**src/rtl/matrix_rx_loader.sv**
```systemverilog
// Parses a UART byte stream (size N, N*N A elements, N*N B elements) into operand memory writes, then pulses start.
// Latency: write 1 cycle after rx_valid, start 2 cycles after the last B byte; busy/n_out/err 1 cycle after the size byte.
// No backpressure: bytes arriving in WAIT_DONE are dropped; optional inter-byte timeout under LOADER_TIMEOUT_EN.
module matrix_rx_loader #(
    parameter int MAX_N          = 10,
    parameter int DATA_W         = 8,
    parameter int ADDR_W         = 7,
    parameter int N_W            = 4,
    parameter int TIMEOUT_CYCLES = 5_000_000
) (
    input  logic              clk,
    input  logic              rst,
    input  logic              rx_valid,
    input  logic [DATA_W-1:0] rx_data,
    input  logic              done,
    output logic              a_we,
    output logic              b_we,
    output logic [ADDR_W-1:0] mem_addr,
    output logic [DATA_W-1:0] mem_wdata,
    output logic [N_W-1:0]    n_out,
    output logic              start,
    output logic              busy,
    output logic              err
);

    localparam int CNT_W = ADDR_W + 1;

    if (((1 << ADDR_W) < MAX_N * MAX_N) || ((1 << N_W) <= MAX_N) || (TIMEOUT_CYCLES < 2)) begin : g_param_check
        $error("matrix_rx_loader: illegal parameter combination");
    end

    typedef enum logic [2:0] {
        S_IDLE,
        S_LOAD_A,
        S_LOAD_B,
        S_START,
        S_WAIT_DONE
    } state_t;

    state_t              state, state_d;
    logic [ADDR_W-1:0]   cnt, cnt_d;
    logic [CNT_W-1:0]    total, total_d;
    logic                a_we_d, b_we_d, start_d, err_d;
    logic [ADDR_W-1:0]   addr_d;
    logic [DATA_W-1:0]   wdata_d;
    logic [N_W-1:0]      n_d;
    logic                size_ok;
    logic                last_elem;
    logic                tmo_hit;

    assign size_ok   = (rx_data != '0) && (rx_data <= DATA_W'(MAX_N));
    assign last_elem = (CNT_W'(cnt) + CNT_W'(1)) == total;

`ifdef LOADER_TIMEOUT_EN
    localparam int TMO_W = $clog2(TIMEOUT_CYCLES + 1);

    // tmo_cnt holds the number of cycles elapsed since the most recent byte
    logic [TMO_W-1:0] tmo_cnt;
    logic             loading;

    assign loading = (state == S_LOAD_A) || (state == S_LOAD_B);
    assign tmo_hit = loading && !rx_valid && (tmo_cnt == TMO_W'(TIMEOUT_CYCLES - 1));

    always_ff @(posedge clk or posedge rst) begin
        if (rst) begin
            tmo_cnt <= '0;
        end else if (tmo_hit || (!loading && !rx_valid)) begin
            tmo_cnt <= '0;
        end else if (rx_valid) begin
            tmo_cnt <= TMO_W'(1);
        end else begin
            tmo_cnt <= tmo_cnt + TMO_W'(1);
        end
    end
`else
    assign tmo_hit = 1'b0;
`endif

    always_comb begin
        state_d = state;
        cnt_d   = cnt;
        total_d = total;
        a_we_d  = 1'b0;
        b_we_d  = 1'b0;
        start_d = 1'b0;
        err_d   = 1'b0;
        addr_d  = mem_addr;
        wdata_d = mem_wdata;
        n_d     = n_out;
        case (state)
            S_IDLE: begin
                if (rx_valid) begin
                    if (size_ok) begin
                        n_d     = N_W'(rx_data);
                        total_d = CNT_W'(rx_data) * CNT_W'(rx_data);
                        cnt_d   = '0;
                        state_d = S_LOAD_A;
                    end else begin
                        err_d = 1'b1;
                    end
                end
            end
            S_LOAD_A, S_LOAD_B: begin
                if (tmo_hit) begin
                    err_d   = 1'b1;
                    state_d = S_IDLE;
                end else if (rx_valid) begin
                    a_we_d  = (state == S_LOAD_A);
                    b_we_d  = (state == S_LOAD_B);
                    addr_d  = cnt;
                    wdata_d = rx_data;
                    if (last_elem) begin
                        cnt_d   = '0;
                        state_d = (state == S_LOAD_A) ? S_LOAD_B : S_START;
                    end else begin
                        cnt_d = cnt + ADDR_W'(1);
                    end
                end
            end
            S_START: begin
                start_d = 1'b1;
                state_d = S_WAIT_DONE;
            end
            S_WAIT_DONE: begin
                if (done) begin
                    state_d = S_IDLE;
                end
            end
            default: state_d = S_IDLE;
        endcase
    end

    always_ff @(posedge clk or posedge rst) begin
        if (rst) begin
            state     <= S_IDLE;
            cnt       <= '0;
            total     <= '0;
            a_we      <= 1'b0;
            b_we      <= 1'b0;
            mem_addr  <= '0;
            mem_wdata <= '0;
            n_out     <= '0;
            start     <= 1'b0;
            busy      <= 1'b0;
            err       <= 1'b0;
        end else begin
            state     <= state_d;
            cnt       <= cnt_d;
            total     <= total_d;
            a_we      <= a_we_d;
            b_we      <= b_we_d;
            mem_addr  <= addr_d;
            mem_wdata <= wdata_d;
            n_out     <= n_d;
            start     <= start_d;
            busy      <= (state_d != S_IDLE);
            err       <= err_d;
        end
    end

endmodule

```
**config.mk**
```make
export PLATFORM = sky130hd
export DESIGN_NAME = matrix_rx_loader
export DESIGN_NICKNAME = d
export VERILOG_FILES = /design/src/rtl/matrix_rx_loader.sv
export SDC_FILE = /design/constraint.sdc
export NUM_CORES = 1
export LEC_CHECK = 0
export ABC_CLOCK_PERIOD_IN_PS = 2400
export BUFFER_PORTS_ARGS = -buffer_cell sky130_fd_sc_hd__clkbuf_2
export CORE_ASPECT_RATIO = 0.5
export CORE_MARGIN = 2
export CORE_UTILIZATION = 30
export DETAILED_ROUTE_END_ITERATION = 10
export PLACE_DENSITY = 0.58
export SLEW_MARGIN = 20
export SYNTH_ARGS = -nofsm -noshare
export SYNTH_HDL_FRONTEND = slang
export SYNTH_SLANG_ARGS = --single-unit
```
**constraint.sdc**
```tcl
create_clock -name clk -period 2.4 [get_ports clk]
set_input_delay 0.12 -clock clk [delete_from_list [all_inputs] [get_ports clk]]
set_output_delay 0.12 -clock clk [all_outputs]
set_load 0.01 [all_outputs]
```
==> Flow_metrics.wiki <==
{| class="wikitable"
! Metric !! Value
|-
| Run status || finished with violations
|-
| Failing checks || negative setup slack
|-
| Flip-flop and latch count after synthesis || 40
|-
| Psw || 0.00115 W
|-
| Clock tree from TritonCTS || yes
|-
| Combined buffer and inverter count along the critical path || 4
|-
| Synthesized cell area || 2440 um2
|-
| Core Box Area || approximately 8000 um2
|-
| Total number of H-tree levels || 2
|-
| Count leader, synth || sky130_fd_sc_hd__dfrtp_1
|-
| Floorplan die width || 132 um
|-
| Y dimension of the die || between 60 and 70 um
|-
| Final estimated routing congestion in global placement || between 0.7 and 0.8
|-
| Power per standard cell area || approximately 1000 nW/um2
|-
| Kind of capture point of the worst setup path || flop
|-
| Path type of the worst min-delay path || primary input to flop
|-
| Max_slew headroom || 57.1%
|-
| Clock tree skew after final layout || 5.04 ps
|-
| Top cells by count, synth || 40 x sky130_fd_sc_hd__dfrtp_1, 24 x sky130_fd_sc_hd__inv_1, 21 x sky130_fd_sc_hd__nand2_1
|-
| Sw Share || approximately 36%
|-
| Fraction of registers with async set/reset || between 90% and 100%
|-
| End-of-flow core utilization || 39.5%
|-
| Drt first pass iters || 4
|-
| Crit-path leading delay family || adder cells
|-
| Share of final-layout standard cells stronger than drive strength 1 || 38.8%
|-
| Critical hold path startpoint || rx_data[7]
|-
| Share of synthesized area occupied by flip-flops and latches || a little over 40%
|-
| Finished Layout Cells || 390
|-
| Worst-case setup margin in the final layout || -145 ps
|-
| Part of the power in the clock network || between 15 and 20%
|-
| Starting DRC count in detailed routing || 55
|-
| Root Buffer || sky130_fd_sc_hd__clkbuf_16
|-
| DPL Wire Length || around 3800 um
|-
| Ordered cell list for the critical path || buf_2, nand2_4, fa_2, fa_1, inv_1, ha_1, inv_2, fa_1, inv_2, ha_4, a21o_1, a21oi_2, xnor2_1, o21ai_1
|-
| Crit path time final || ~2500 ps
|-
| Crit share post-route || 106%
|-
| Global-route wire length before repair || around 8800 um
|-
| IR Drop Worst-Case VDD || just under 0.0003 V
|-
| Number of sinks driven by the clock tree || 40
|-
| Post-CTS clock slew at the launch and capture registers of the worst setup and hold paths || 50 ps
|-
| Proportion of power drawn by combinational gates || between 40% and 50%
|-
| Worst Path Class, Setup || primary input to flop
|-
| Beginning of the critical path || rx_data[4]
|-
| Crit path DAT || approximately 2700 ps
|-
| Pin count of the biggest net entering global routing || about 40
|-
| Max Buffers Root-to-Sink || 2
|-
| Total number of nets in the final design || a little over 300
|-
| Sequential group share of total power || about 37%
|-
| Least-Margin Pin Slew || 642 ps
|-
| Most frequently used flop master after synthesis || sky130_fd_sc_hd__dfrtp_1
|-
| Number of enable flip-flop cells after synthesis || 0
|-
| Maximum clock frequency || around 390 MHz
|-
| Num ports || 36
|-
| Number of hold violations in the final report || 0
|-
| Routed length per instance || between 10 and 15 um
|-
| Syn. warnings || 0
|-
| Top cells by area, synth || sky130_fd_sc_hd__dfrtp_1 41%, sky130_fd_sc_hd__mux2_2 7.8%, sky130_fd_sc_hd__fa_1 7.4%
|-
| Antenna Diode Count || 0
|-
| Max-cap violation count || 0
|-
| Overall routing resource usage || approximately an eighth
|-
| Total instance count after detailed placement || between 300 and 400
|-
| CP startpoint kind || primary input
|-
| Mean number of vias per cell || ~4.5
|-
| Worst reg2reg path endpoint || cnt[4]
|-
| Mapped Nets || 258
|-
| Last element of the critical path || total[7]
|-
| Number of distinct library cells after synthesis || 47
|-
| Post-synthesis cell type with the largest combined area || sky130_fd_sc_hd__dfrtp_1
|-
| Cell internal power dissipation || between 0.002 and 0.0025 W
|-
| Residual DRC count || 0
|-
| Data required time of the worst path || 2560 ps
|-
| CP peak stage delay || between 400 and 500 ps
|-
| Area Overhead vs Synth || 28.4%
|-
| Standby leakage power || between 1 and 1.5 nW
|-
| Instance count of the mapped netlist || around 230
|-
| Die area || about 9000 um2
|-
| Worst reg2reg setup slack || just over 300 ps
|-
| Count of vias placed by the detailed router || 1736
|-
| Cell with the largest stage delay on the worst path || sky130_fd_sc_hd__fa_1
|-
| Initial antenna violation count || 0
|-
| Port buffer count || 35
|-
| Effective utilization at floorplan || a little under a third
|-
| Largest fanout on the critical path || 3
|-
| Clock buffers created by TritonCTS || 5
|-
| Final setup violation count || 3
|-
| Site Rows || 23
|-
| Post-DRT Antenna Nets || 0
|-
| Setup repair after global routing missed its margin || yes
|-
| Worst Reg2Reg Path Length in Cells || 7
|-
| Reg2Reg Launch Point || cnt[1]
|-
| Synthesized area per cell || 10.9 um2
|-
| Sum of internal, switching and leakage power || 0.00318 W
|-
| Clk Latency, worst-skew pair || approximately 280 ps
|-
| Cell count along the critical path || 14
|-
| Max-slew violation count || 0
|-
| Detailed Route WL || 4840 um
|-
| Share of the synthesized area in the top cell type || between 40% and 50%
|-
| Vias in the first global route || roughly 1800
|-
| Gr ovfl total || 0
|}
## sequential cells by signal, indices dropped and copies added (netlist names)
| register | count |
|---|---|
| a_we | 1 |
| b_we | 1 |
| busy | 1 |
| cnt | 7 |
| err | 1 |
| mem_addr | 7 |
| mem_wdata | 8 |
| n_out | 4 |
| start | 1 |
| state | 3 |
| total | 6 |
## cell usage in the layout (no fill, tap or decap), drive strengths merged, types with 3 or more instances in the layout
master	instances
dfrtp	40
clkbuf	39
inv	24
nand2	22
buf	21
mux2	20
o21ai	16
ha	12
fa	9
xnor2	8
a21oi	8
and2	7
xor2	6
nor2	5
nand2b	5
and3	4
nor4	3
## cell type report
type	count	area [um2]
fillers	812	4810
multi-input cells	152	1380
flip-flops and latches	40	1000
repair buffers	55	387
well taps	112	140
clock buffers	6	129
inverters	24	92.6
clock inverters	1	5.00
## kinds of logic (layout without fill, tap and decap cells)
family,after synthesis,after routing,synth area share (%)
adder cells (fa/ha/maj),21,21,13.5
multiplexers,20,20,9.37
XOR/XNOR,14,14,5.02
AND/OR/NAND/NOR,58,58,13.6
flip-flops,40,40,41.0
buffers and inverters,33,86,5.99
AO/OA/AOI/OAI,39,39,11.5
## worst reg2reg max path, cell delays in order, from the launching register on
cell                       delay [ps]
sky130_fd_sc_hd__dfrtp_1          440
sky130_fd_sc_hd__ha_1             300
sky130_fd_sc_hd__and3_1           260
sky130_fd_sc_hd__and3_1           170
sky130_fd_sc_hd__o21ai_0          120
sky130_fd_sc_hd__nor4_4           360
sky130_fd_sc_hd__nand2b_4         220
sky130_fd_sc_hd__o21ai_0           90
## per-layer routing
layer / vias to the layer above / routed length, um / track usage, %
met5: - / 0 / 0
met4: 0 / 59 / 4.08
met3: 6 / 138 / 2.78
met2: 25 / 2270 / 21.6
met1: 836 / 2370 / 16.0
li1: 869 / - / -
## worst min path at each step
stage                        end  slack (ps)  cells past startpoint
finish              mem_wdata[7]          80                      2
global placement    mem_wdata[1]         240                      3
floorplan           mem_wdata[6]         250                      1
global route        mem_wdata[7]          90                      2
CTS                 mem_wdata[7]          80                      2
detailed placement  mem_wdata[7]         250                      3
## power groups by stage
stage	combinational, W	clock [W]	sequential, W
6_report	0.00138	0.000615	0.00118
5_1_grt	0.00154	0.000663	0.00123
4_1_cts	0.00140	0.000632	0.00118
3_5_place_dp	0.00137	0	0.00119
3_3_place_gp	0.00134	0	0.00118
2_1_floorplan	0.000957	0	0.00120
## metrics by stage
step           setup TNS (ps)  setup WS (ps)  instance area [um2]  hold slack, ps
6_report                 -227           -145                 3140            83.6
5_1_grt                  -517           -236                 3140            93.4
4_1_cts                  -310           -190                 3110            82.6
3_5_place_dp            -1680           -519                 2900             254
3_3_place_gp            -1560           -476                 2900             245
2_1_floorplan           -1030           -398                 2550             255
## repair_timing
item                                    CTS  global route
resized for setup                        12            10
setup buffers                             0             2
hold endpoints to repair                 40             0
endpoints found under the setup margin    3             3
pin swaps                                15            14
hold buffers                              1             0
Note: power is estimated with default switching activity, not from simulation.
